[config.mk]
export PLATFORM = sky130hd
export DESIGN_NAME = conv_window_feeder_flat
export DESIGN_NICKNAME = d
export VERILOG_FILES = /design/src/rtl/ese461_pkg.sv /design/src/rtl/conv_window_feeder_if.sv /design/src/rtl/conv_window_feeder_addr_gen.sv /design/src/rtl/conv_window_feeder.sv /design/src/flat_wrapper.sv
export SDC_FILE = /design/constraint.sdc
export NUM_CORES = 1
export LEC_CHECK = 0
export CAP_MARGIN = 20
export CORE_UTILIZATION = 45
export DETAILED_ROUTE_END_ITERATION = 10
export PLACE_DENSITY_LB_ADDON = 0.08
export SYNTH_ARGS = -nofsm -noshare
export SYNTH_HDL_FRONTEND = slang
export SYNTH_SLANG_ARGS = --single-unit
[constraint.sdc]
create_clock -name clk -period 4.8 [get_ports clk]
set_input_delay 0.48 -clock clk [delete_from_list [all_inputs] [get_ports clk]]
set_output_delay 0.48 -clock clk [all_outputs]
set_load 0.005 [all_outputs]
[src/rtl/ese461_pkg.sv]
// ese461_pkg: Q8.8 datapath constants and the window feeder FSM states.
package ese461_pkg;
   localparam int Q_W = 16;
   localparam int FRAC_BITS = 8;
   typedef enum logic [1:0] {IDLE, ISSUE, DRAIN, OUT} state_t;
endpackage

[src/rtl/conv_window_feeder_if.sv]
// conv_window_feeder_if: valid/ready result port carrying the finished dot product.
interface conv_window_feeder_if;
   logic [ese461_pkg::Q_W-1:0] out_data;
   logic out_valid;
   logic out_ready;
   modport master (output out_data, out_valid, input out_ready);
   modport slave (input out_data, out_valid, output out_ready);
endinterface

[src/rtl/conv_window_feeder_addr_gen.sv]
// window_addr_gen: walks the window row/column, producing pixel and weight addresses.
module window_addr_gen #(
   parameter int AW = 10,
   parameter int KDIM_W = 3,
   parameter int IMG_W = 28
) (
   input  logic              clk,
   input  logic              reset,
   input  logic              load,
   input  logic              advance,
   input  logic [KDIM_W-1:0] kw,
   input  logic [KDIM_W-1:0] kh,
   input  logic [AW-1:0]     pix_base,
   input  logic [AW-1:0]     wgt_base,
   output logic [AW-1:0]     pix_addr,
   output logic [AW-1:0]     wgt_addr,
   output logic              first_tap,
   output logic              last_tap
);
   logic [KDIM_W-1:0] kw_q, kh_q, col, row;
   logic [AW-1:0] row_start;
   logic col_end;
   assign col_end = col == kw_q - KDIM_W'(1);
   assign first_tap = col == '0 && row == '0;
   assign last_tap = col_end && row == kh_q - KDIM_W'(1);
   always_ff @(posedge clk or negedge reset)
      if (!reset) begin
         kw_q <= '0;
         kh_q <= '0;
         col <= '0;
         row <= '0;
         row_start <= '0;
         pix_addr <= '0;
         wgt_addr <= '0;
      end else if (load) begin
         kw_q <= kw;
         kh_q <= kh;
         col <= '0;
         row <= '0;
         row_start <= pix_base;
         pix_addr <= pix_base;
         wgt_addr <= wgt_base;
      end else if (advance) begin
         wgt_addr <= wgt_addr + AW'(1);
         col <= col_end ? '0 : col + KDIM_W'(1);
         row <= col_end ? row + KDIM_W'(1) : row;
         row_start <= col_end ? row_start + AW'(IMG_W) : row_start;
         pix_addr <= col_end ? row_start + AW'(IMG_W) : pix_addr + AW'(1);
      end
endmodule

[src/rtl/conv_window_feeder.sv]
// conv_window_feeder: sequences a KH x KW window into the Q8.8 MAC and returns the dot product.
module conv_window_feeder import ese461_pkg::*; #(
   parameter int AW = 10,
   parameter int KDIM_W = 3,
   parameter int IMG_W = 28
) (
   input  logic                 clk,
   input  logic                 reset,
   input  logic                 start,
   input  logic [KDIM_W-1:0]    kw,
   input  logic [KDIM_W-1:0]    kh,
   input  logic [AW-1:0]        pix_base,
   input  logic [AW-1:0]        wgt_base,
   input  logic [Q_W-1:0]       bias,
   output logic                 pix_rd,
   output logic [AW-1:0]        pix_addr,
   input  logic [Q_W-1:0]       pix_data,
   output logic                 wgt_rd,
   output logic [AW-1:0]        wgt_addr,
   input  logic [Q_W-1:0]       wgt_data,
   output logic [Q_W-1:0]       mac_pixel,
   output logic [Q_W-1:0]       mac_weight,
   output logic [Q_W-1:0]       mac_accum,
   input  logic [Q_W-1:0]       mac_result,
   conv_window_feeder_if.master out_port,
   output logic                 busy
);
   state_t state, state_nx;
   logic load, zero_win, tap_v, first_v, drain_cnt, first_tap, last_tap;
   logic [Q_W-1:0] bias_q, out_q;
   assign load = state == IDLE && start;
   assign zero_win = kw == '0 || kh == '0;
   assign pix_rd = state == ISSUE;
   assign wgt_rd = pix_rd;
   assign busy = state != IDLE;
   assign mac_pixel = tap_v ? pix_data : '0;
   assign mac_weight = tap_v ? wgt_data : '0;
   assign mac_accum = tap_v ? (first_v ? bias_q : mac_result) : '0;
   assign out_port.out_data = out_q;
   assign out_port.out_valid = state == OUT;
   window_addr_gen #(.AW(AW), .KDIM_W(KDIM_W), .IMG_W(IMG_W)) u_addr (
      .clk(clk), .reset(reset), .load(load), .advance(pix_rd),
      .kw(kw), .kh(kh), .pix_base(pix_base), .wgt_base(wgt_base),
      .pix_addr(pix_addr), .wgt_addr(wgt_addr),
      .first_tap(first_tap), .last_tap(last_tap)
   );
   always_comb begin
      state_nx = state;
      case (state)
         IDLE:    if (start) state_nx = zero_win ? OUT : ISSUE;
         ISSUE:   if (last_tap) state_nx = DRAIN;
         DRAIN:   if (drain_cnt) state_nx = OUT;
         OUT:     if (out_port.out_ready) state_nx = IDLE;
         default: state_nx = IDLE;
      endcase
   end
   // drain_cnt marks the second DRAIN cycle, when the last tap's MAC result is registered
   always_ff @(posedge clk or negedge reset)
      if (!reset) begin
         state <= IDLE;
         tap_v <= 1'b0;
         first_v <= 1'b0;
         drain_cnt <= 1'b0;
         bias_q <= '0;
         out_q <= '0;
      end else begin
         state <= state_nx;
         tap_v <= pix_rd;
         first_v <= pix_rd && first_tap;
         drain_cnt <= state == DRAIN && !drain_cnt;
         if (load) bias_q <= bias;
         if (load && zero_win) out_q <= bias;
         else if (state == DRAIN && drain_cnt) out_q <= mac_result;
      end
endmodule

[src/flat_wrapper.sv]
// flat-port wrapper written by rule: the top's interface ports become plain ports
module conv_window_feeder_flat import ese461_pkg::*;
#(
   parameter int AW = 10,
   parameter int KDIM_W = 3,
   parameter int IMG_W = 28
)
  (clk, reset, start, kw, kh, pix_base, wgt_base, bias, pix_rd, pix_addr, pix_data, wgt_rd, wgt_addr, wgt_data, mac_pixel, mac_weight, mac_accum, mac_result, busy, out_port_out_data, out_port_out_valid, out_port_out_ready);
  conv_window_feeder_if out_port_i ();
  input  logic clk;
  input  logic reset;
  input  logic start;
  input  logic [KDIM_W-1:0] kw;
  input  logic [KDIM_W-1:0] kh;
  input  logic [AW-1:0] pix_base;
  input  logic [AW-1:0] wgt_base;
  input  logic [Q_W-1:0] bias;
  output logic pix_rd;
  output logic [AW-1:0] pix_addr;
  input  logic [Q_W-1:0] pix_data;
  output logic wgt_rd;
  output logic [AW-1:0] wgt_addr;
  input  logic [Q_W-1:0] wgt_data;
  output logic [Q_W-1:0] mac_pixel;
  output logic [Q_W-1:0] mac_weight;
  output logic [Q_W-1:0] mac_accum;
  input  logic [Q_W-1:0] mac_result;
  output logic busy;
  output wire logic [$bits(out_port_i.out_data)-1:0] out_port_out_data;
  output wire logic [$bits(out_port_i.out_valid)-1:0] out_port_out_valid;
  input wire logic [$bits(out_port_i.out_ready)-1:0] out_port_out_ready;
  assign out_port_out_data = out_port_i.out_data;
  assign out_port_out_valid = out_port_i.out_valid;
  assign out_port_i.out_ready = out_port_out_ready;
  conv_window_feeder #(.AW(AW), .KDIM_W(KDIM_W), .IMG_W(IMG_W)) u_core (.clk(clk), .reset(reset), .start(start), .kw(kw), .kh(kh), .pix_base(pix_base), .wgt_base(wgt_base), .bias(bias), .pix_rd(pix_rd), .pix_addr(pix_addr), .pix_data(pix_data), .wgt_rd(wgt_rd), .wgt_addr(wgt_addr), .wgt_data(wgt_data), .mac_pixel(mac_pixel), .mac_weight(mac_weight), .mac_accum(mac_accum), .mac_result(mac_result), .out_port(out_port_i), .busy(busy));
endmodule
==> results.md, run 1 <==
* Layout cells sized above 1 at 4.23%
* Vias in the first global route at 3897
* Setup violations, final at 0
* CP Max Fanout at 16
* Synth warnings at 0
* CTS tree: yes
* Unique masters post-synth at 37
* Final hold viol count at 0
* Slew Viols, Final at 0
* Worst setup EP type: primary output
* Clk root buf: clkbuf_8
* Primary FF master, synth: dfrtp_1
* Max Root-Sink Buffers at 2
* Synth Register Bits at 79
* M3 GR Usage at 4.35%
* First-pass GRT wire length at 19400 um
* Most area-hungry cell type in the Yosys netlist: dfrtp_1
* Setup TNS at 0 ps
* WL per Instance at 15.2 um
* Clk sinks at 79
* Most common library cell in the layout ignoring fill and taps: clkdlybuf4s50_1
* Boundary pin count at 182
* H-Tree Depth at 3
* Worst path arrival time at 2220 ps
* RSZ-0062 raised after global routing: false
* Final min period at 2700 ps
* F_max at 371 MHz
* Post-DP HPWL at 8750 um
* Final WS setup at 2100 ps
* Max_slew headroom at 37.2%
* Total power divided by cell area at 589 nW/um^2
* Core Region at 9680 um^2
* Starting DRT DRC Count at 194
* RD Place Congestion at 0.906
* Top-area cell type share of the netlist area at 44.2%
* Hold Crit Class: register to register
* Post-synth ARST share at 100%
* Req. time, crit path at 4320 ps
* Largest net degree at the start of global routing at 80
* Routed wire length at 12400 um
* Die extent in x at 102 um
* Reg-to-Reg Start: u_core.state[0]
* DIE HEIGHT at 102 um
* CTS clk-pin slew, worst paths at 90 ps
* XOR/XNOR share of the synthesized area at 6.79%
* Post-synth EDFFs at 0
* Buffers plus inverters on the worst setup path at 1
* Compound-gate portion of the synthesized area at 8.78%
* Dpl ws at 2150 ps
* Post-synthesis adder-cell area fraction at 3.91%
* ANT cells at 0
* Part of the cycle the worst path needs at 56.2%
* Post-Synth Simple-Gate Area at 23.9%
* IO Port Bufs at 181
* Status: finished, final reports clean
* Setup Skew at 12.2 ps
* Hold depth at 1
* Post-synthesis sequential area ratio at 44.2%
* Crit path cell chain: mux2i_1, nor2b_1, clkdlybuf4s50_1
* Synth Instances at 507
* Pleak at 2.90 nW
* Syn-to-layout area delta at 49.5%
* First-pass iteration count of the detailed router at 4
* Die Area at 10300 um^2
* TritonCTS Buffers at 9
* DRC viols at 0
* Clk Latency, worst-skew pair at 360 ps
* Worst setup SP type: register
* Placed cell count at 799
* Hold WS at 442 ps
* Worst setup path end: mac_accum[5]
* Worst-Margin Slew at 940 ps
* Most frequent cells in the layout: 180 x clkdlybuf4s50_1, 96 x nand2_1, 79 x dfrtp_1, 48 x nor2_1, 39 x mux2i_1
* GR Util met2 at 41.2%
* Met1 global-route usage at 31.5%
* Mux cell area share after synthesis at 8.72%
* Max-Cap Viols at 0
* Crit path depth at 3
* FF-to-FF setup slack at 2480 ps
* Vias post-DR at 4137
* Max incr delay on CP at 950 ps
* Critical setup path kind: register to primary output
* Rows at 36
* Filler Cell Count at 816
* Reg2Reg Capture Point: u_core.u_addr.pix_addr[5]
* Initial Util at 46.2%
* Avg Vias per Cell at 5.05
* Congestion Overflow GR at 0
* Initial antenna violation count at 0
* Most Used Layer, Global Route: met2
* # nets final at 789
* Final std cells w/o fill at 819
* Largest family of logic cells by synthesized area: simple AND/OR/NAND/NOR gates
* Syn Area/Cell at 8.83 um^2
* Reg2Reg Depth at 6
* Kind of cell adding the most delay to the critical path: flip-flops
* VDD IR-drop max at 369 uV
* Syn Nets at 615
* Overall global routing resource usage at 24.3%
* Synth Cell Area at 4480 um^2
* CP startpoint: u_core.first_v
* Post-layout util at 69.1%
* Synth area leaders: dfrtp_1 44%, mux2i_1 8.7%, nand2_1 8.1%
* Routed Antenna Nets at 0
* Slowest cell on crit path: dfrtp_1
-- logic make-up after synthesis --
kind of cell / after synthesis
simple gates: 230
flops: 79
compound gates: 69
buf+inv: 43
mux: 39
xor+xnor: 33
fa+ha+maj: 14
-- state kept, by name, indices dropped and copies added (netlist names), 10 cells and up --
name,cells
u_core.u_addr.pix_addr,10
u_core.out_port.out_data,16
u_core.u_addr.row_start,10
u_core.bias_q,16
u_core.u_addr.wgt_addr,10
-- routing by layer --
layer	vias to the layer above	part of all wire [%]
li1	2028	-
met2	118	50
met4	0	1.6
met1	1972	44
met3	19	4.8
met5	-	0
-- worst reg2reg max path, stage by stage, from the launching register on --
cell and delay, ps:
dfrtp_1 410, inv_1 140, ha_1 230, nand2_1 480, nand2_1 510, o21ai_0 160, a311oi_1 310
-- report_power, final --
| group | internal, mW | leakage (nW) | total, mW | switching (mW) |
|---|---|---|---|---|
| Sequential | 0.988 | 0.947 | 1.31 | 0.321 |
| Combinational | 1.14 | 1.85 | 2.07 | 0.922 |
| Clock | 0.300 | 0.108 | 0.570 | 0.270 |
-- cells in the mapped netlist (all sizes together) (3+ instances only) --
master  instances
xor2           15
o21ai          24
or3             3
and2           33
nor3           13
mux2i          39
ha             14
o22ai           4
nand2          96
nand3           7
nor2b          17
nor2           48
inv            16
xnor2          17
a21oi          30
buf             5
clkbuf         21
nand4           6
dfrtp          79
-- stage by stage --
| stage | power [mW] | area (um^2) |
|---|---|---|
| floorplan | 2.40 | 4480 |
| finish | 3.94 | 6690 |
| CTS | 3.94 | 6610 |
| global placement | 3.28 | 6380 |
| detailed placement | 3.36 | 6380 |
| global route | 4.25 | 6690 |
-- worst min path at each step --
stage	endpoint	slack [ps]	startpoint
floorplan	u_core.bias_q[0]	180	reset
global placement	u_core.drain_cnt	430	u_core.drain_cnt
detailed placement	u_core.drain_cnt	430	u_core.drain_cnt
CTS	u_core.state[0]	330	reset
global route	u_core.drain_cnt	450	u_core.drain_cnt
finish	u_core.drain_cnt	440	u_core.drain_cnt
-- layout make-up --
| cell class | count | area, um^2 | area share (%) |
|---|---|---|---|
| Clock buffer | 9 | 124 | 1.85 |
| Clock inverter | 7 | 104 | 1.55 |
| Inverter | 17 | 63.8 | 0.954 |
| Multi-Input combinational cell | 385 | 2340 | 34.9 |
| Sequential cell | 79 | 1980 | 29.5 |
| Tap cell | 133 | 166 | 2.49 |
| Timing Repair Buffer | 189 | 1920 | 28.7 |
-- timing repair --
item,CTS,global route
hold buffers,0,1
setup buffers,0,0
gates resized for setup,0,0
endpoints found under the hold margin,0,7
Power figures use the tool's default switching activity.
==> run 2, diff against run 1 <==
Settings changed: CORE_UTILIZATION 45 to 44.
Clock period 4.8 ns to 2.65 ns, I/O delays scaled along.
==> results.md, run 2 (synthesis results as in run 1) <==
* Most common library cell in the layout ignoring fill and taps: clkdlybuf4s50_1
* Slew Viols, Final at 0 (unchanged)
* Clk sinks at 79 (unchanged)
* Most frequent cells in the layout: 180 x clkdlybuf4s50_1, 96 x nand2_1, 79 x dfrtp_1, 48 x nor2_1, 39 x mux2i_1
* Reg2Reg Capture Point: u_core.state[0]
* Critical setup path kind: register to register
* H-Tree Depth at 3 (unchanged)
* Reg-to-Reg Start: u_core.u_addr.kw_q[0]
* Rows at 36 (unchanged)
* Overall global routing resource usage at 23.9% (-0.40 points)
* Max-Cap Viols at 0 (unchanged)
* Congestion Overflow GR at 0 (unchanged)
* Boundary pin count at 182 (unchanged)
* # nets final at 795 (+0.76%)
* CTS clk-pin slew, worst paths at 90 ps (about the same)
* IO Port Bufs at 181 (unchanged)
* CP startpoint: u_core.u_addr.kw_q[0]
* Vias in the first global route at 3898 (+0.026%)
* Die Area at 10600 um^2 (+2.2%)
* Layout cells sized above 1 at 4.92% (+0.69 points)
* FF-to-FF setup slack at 390 ps (-2090 ps)
* Worst-Margin Slew at 554 ps (-386 ps)
* Part of the cycle the worst path needs at 85.1%
* Final hold viol count at 0 (unchanged)
* F_max at 443 MHz
* GR Util met2 at 40.8% (-0.40 points)
* Vias post-DR at 4102 (-0.85%)
* Final min period at 2260 ps
* DRC viols at 0 (unchanged)
* First-pass iteration count of the detailed router at 4 (unchanged)
* Placed cell count at 807 (+1.0%)
* ANT cells at 0 (unchanged)
* Setup Skew at 12.3 ps (+0.103 ps)
* PnR Total Power at 7.01 mW (+78%)
* Pleak at 2.91 nW (+0.18%)
* Post-DP HPWL at 9150 um (+4.6%)
* Syn-to-layout area delta at 49.2%
* Gates resized, CTS repair at 0 (unchanged)
* Core Region at 9820 um^2 (+1.4%)
* Max_slew headroom at 62.6% (+25 points)
* Largest net degree at the start of global routing at 80 (unchanged)
* Worst setup SP type: register
* Reg2Reg Depth at 7 (+1)
* Clk root buf: clkbuf_8
* Initial antenna violation count at 0 (unchanged)
* Most Used Layer, Global Route: met2
* M3 GR Usage at 4.27% (-0.077 points)
* Worst path arrival time at 2480 ps (+260 ps)
* DIE HEIGHT at 103 um (+1.1%)
* Routed Antenna Nets at 0 (unchanged)
* Total power divided by cell area at 1050 nW/um^2 (+78%)
* Max Root-Sink Buffers at 2 (unchanged)
* RD Place Congestion at 0.839 (-7.4%)
* Hold Crit Class: primary input to asynchronous set/reset pin
* Avg Vias per Cell at 4.98 (-1.4%)
* CP Max Fanout at 13 (-3)
* Req. time, crit path at 2870 ps (-1450 ps)
* Routed wire length at 12300 um (-0.73%)
* Clk Latency, worst-skew pair at 350 ps (about the same)
* Setup violations, final at 0 (unchanged)
* First-pass GRT wire length at 19300 um (-0.11%)
* VDD IR-drop max at 546 uV (+48%)
* Met1 global-route usage at 31.2% (-0.26 points)
* WL per Instance at 15.0 um (-1.3%)
* CTS tree: yes
* Die extent in x at 103 um (+1.1%)
* Setup TNS at 0 ps (unchanged)
* Initial Util at 45.6% (-0.64 points)
* TritonCTS Buffers at 9 (unchanged)
* Status: finished, final reports clean
* Worst setup EP type: register
* Final std cells w/o fill at 824 (+0.61%)
* Starting DRT DRC Count at 169 (-13%)
* RSZ-0062 raised after global routing: false
run 2: how the worst max path moves through the flow:
stage	endpoint	slack, ps	depth (start not counted)
after global placement	u_core.state[1]	490	7
final	u_core.state[0]	390	7
after CTS	u_core.state[0]	400	7
after floorplan	u_core.u_addr.row_start[2]	550	7
after global routing	u_core.state[0]	220	7
after detailed placement	u_core.state[0]	410	7
run 2: stage by stage:
step	setup WS (ps)	cell area (um^2)	hold slack, ps	utilization [%]
6_report	395	6680	265	68.0
5_1_grt	221	6680	282	68.0
3_5_place_dp	409	6440	433	65.6
2_1_floorplan	549	4480	-30.6	-
4_1_cts	397	6640	107	67.6
3_3_place_gp	493	6440	430	65.6
run 2: where the power goes:
| group | switching, mW | leakage, nW | total [mW] | internal (mW) |
|---|---|---|---|---|
| Clock | 0.456 | 0.0944 | 0.912 | 0.456 |
| Combinational | 1.72 | 1.87 | 3.80 | 2.08 |
| Sequential | 0.503 | 0.947 | 2.29 | 1.79 |
| Total | 2.68 | 2.91 | 7.01 | 4.33 |
run 2: per-layer routing:
layer,vias to the layer above,share of wire [%]
met5,-,0
met4,0,0.97
met3,10,5.4
met2,130,49
met1,1924,44
li1,2038,-
run 2: worst max-delay path, cell delays in order (launching register included):
cell	delay [ps]
dfrtp_1	370
inv_1	60
ha_1	300
xnor2_1	170
or3_4	500
o41ai_2	350
o211ai_1	200
mux2i_1	170
run 2: layout make-up:
type,count,area (um^2)
clock buffers,10,138
flip-flops and latches,79,1980
fillers,847,3140
clock inverters,5,58.8
inverters,17,63.8
repair buffers,195,1940
multi-input cells,385,2340
well taps,133,166
run 2: timing repair:
| item | CTS | global route |
|---|---|---|
| setup buffers | 0 | 0 |
| endpoints found under the setup margin | 0 | 0 |
| endpoints found under the hold margin | 0 | 6 |
| hold buffers | 0 | 1 |
==> run 3, diff against run 2 <==
Settings changed: CORE_UTILIZATION 44 to 45, DONT_BUFFER_PORTS set to 1.
==> results.md, run 3 (synthesis results as in run 1) <==
* Worst setup EP type: register
* Clk Latency, worst-skew pair at 350 ps (about the same)
* Congestion Overflow GR at 0 (unchanged)
* Reg-to-Reg Start: u_core.u_addr.kw_q[0]
* Pleak at 2.26 nW (-22%)
* Initial Util at 46.2% (+0.64 points)
* F_max at 454 MHz (+2.3%)
* Placed cell count at 624 (-23%)
* Final min period at 2200 ps (-51.1 ps)
* TritonCTS Buffers at 9 (unchanged)
* Clk root buf: clkbuf_8
* Gates resized, CTS repair at 0 (unchanged)
* RD Place Congestion at 0.846 (+0.85%)
* Max Root-Sink Buffers at 2 (unchanged)
* Part of the cycle the worst path needs at 83.2% (-1.9 points)
* Max-Cap Viols at 0 (unchanged)
* Worst setup SP type: register
* RSZ-0062 raised after global routing: false
* H-Tree Depth at 3 (unchanged)
* Die Area at 10300 um^2 (-2.2%)
* Filler Cell Count at 938 (+11%)
* Reg2Reg Depth at 7 (unchanged)
* Largest net degree at the start of global routing at 80 (unchanged)
* Boundary pin count at 182 (unchanged)
* ANT cells at 0 (unchanged)
* Most Used Layer, Global Route: met2
* First-pass GRT wire length at 15900 um (-18%)
* Dpl ws at 448 ps (+39.0 ps)
* Die extent in x at 102 um (-1.1%)
* VDD IR-drop max at 457 uV (-16%)
* Failing checks: DRC
* Initial antenna violation count at 0 (unchanged)
* Met1 global-route usage at 27.0% (-4.2 points)
* Overall global routing resource usage at 19.9% (-4.0 points)
* Slew Viols, Final at 0 (unchanged)
* GR Util met2 at 31.7% (-9.1 points)
* Hold Path Sink: u_core.bias_q[2]
* Worst path arrival time at 2430 ps (-50 ps)
* CP Max Fanout at 13 (unchanged)
* Worst-Margin Slew at 1000 ps (+448 ps)
* DRC viols at 1 (+1)
* Final std cells w/o fill at 646 (-22%)
* Rows at 36 (unchanged)
* Syn-to-layout area delta at 10.6%
* CTS tree: yes
* Most common library cell in the layout ignoring fill and taps: nand2_1
* Max_slew headroom at 33.2% (-29 points)
* Hold Crit Class: primary input to register
* Post-CTS setup buffers at 0 (unchanged)
* Vias in the first global route at 3091 (-21%)
* Starting DRT DRC Count at 121 (-28%)
* M3 GR Usage at 4.07% (-0.20 points)
* Reg2Reg Capture Point: u_core.state[1]
* Layout cells sized above 1 at 6.24% (+1.3 points)
* Post-DP HPWL at 7410 um (-19%)
* Routed Antenna Nets at 0 (unchanged)
* FF-to-FF setup slack at 450 ps (+50 ps)
* Avg Vias per Cell at 5.25 (+5.4%)
* Critical setup path kind: register to register
* Setup violations, final at 0 (unchanged)
* Final hold viol count at 0 (unchanged)
* HP Start: bias[2]
* Setup Skew at 11.6 ps (-0.728 ps)
* CTS clk-pin slew, worst paths at 90 ps (about the same)
* Routed wire length at 10500 um (-15%)
* First-pass iteration count of the detailed router at 7 (+3)
* IO Port Bufs at 0 (-100%)
* Most frequent cells in the layout: 96 x nand2_1, 79 x dfrtp_1, 48 x nor2_1, 39 x mux2i_1, 32 x and2_1
* Total power divided by cell area at 1230 nW/um^2 (+17%)
* Post-layout util at 51.1% (-17 points)
* Req. time, crit path at 2870 ps (about the same)
* Hold depth at 2
* Core Region at 9680 um^2 (-1.4%)
* Status: finished, violations left
* WL per Instance at 16.3 um (+8.9%)
* Setup TNS at 0 ps (unchanged)
* Vias post-DR at 3391 (-17%)
* DIE HEIGHT at 102 um (-1.1%)
* Final WS setup at 446 ps (+51.1 ps)
* # nets final at 616 (-23%)
* Clk sinks at 79 (unchanged)
==> run 3: changes by cell type in the layout (fill, tap and decap cells not counted) <==
cell             change
buf_4                -3
clkinvlp_4           -2
bufinv_16            +2
clkdlybuf4s50_1    -180
dlygate4sd3_1        +4
inv_6                +1
clkinv_2             -1
clkinv_4             +1
==> run 3: how the worst max path moves through the flow <==
stage	start	endpoint	slack, ps	depth (start not counted)
finish	u_core.u_addr.kw_q[0]	u_core.state[1]	450	7
global route	u_core.u_addr.kw_q[0]	u_core.state[1]	290	7
CTS	u_core.u_addr.kw_q[0]	u_core.state[1]	420	7
detailed placement	u_core.u_addr.kw_q[0]	u_core.state[0]	450	7
global placement	u_core.u_addr.kw_q[0]	u_core.state[0]	490	7
floorplan	u_core.state[1]	u_core.u_addr.row_start[2]	550	7
==> run 3: cell type report <==
cell class              instances  area, um^2  area share, %
multi-input cells             385        2340           47.2
flip-flops and latches         79        1980           39.9
well taps                     133         166           3.36
repair buffers                 16         153           3.08
clock buffers                  10         138           2.78
clock inverters                 6         116           2.35
inverters                      17        63.8           1.29
==> run 3: where the power goes <==
group	internal [mW]	leakage (nW)	switching (mW)
clock network	0.658	0.127	0.466
registers	1.79	0.947	0.631
logic	1.15	1.18	1.39
total	3.60	2.26	2.48
==> run 3: what timing repair did <==
item                                   CTS  global route
setup endpoints to repair                0             0
endpoints found under the hold margin   83             0
hold buffers                             6             0
==> run 3: worst max-delay path: stages (launching register included) <==
cell and delay [ps]:
dfrtp_1 370, inv_1 60, ha_1 300, xnor2_1 170, or3_4 500, o41ai_2 360
o211ai_1 190, mux2i_1 150
==> run 3: metrics by stage <==
stage,hold WS (ps),instance area [um^2],total power [mW]
floorplan,-30.6,4480,4.35
global placement,-28.3,4620,4.92
detailed placement,-28.3,4620,4.98
CTS,0.596,4950,6.16
global route,3.09,4950,6.59
finish,17.2,4950,6.08
==> run 3: per-layer routing <==
layer  up-vias  part of all wire, %
li1       1678                    -
met1      1611                   45
met2        91                   48
met3        11                  6.0
met4         0                  1.1
met5         -                    0
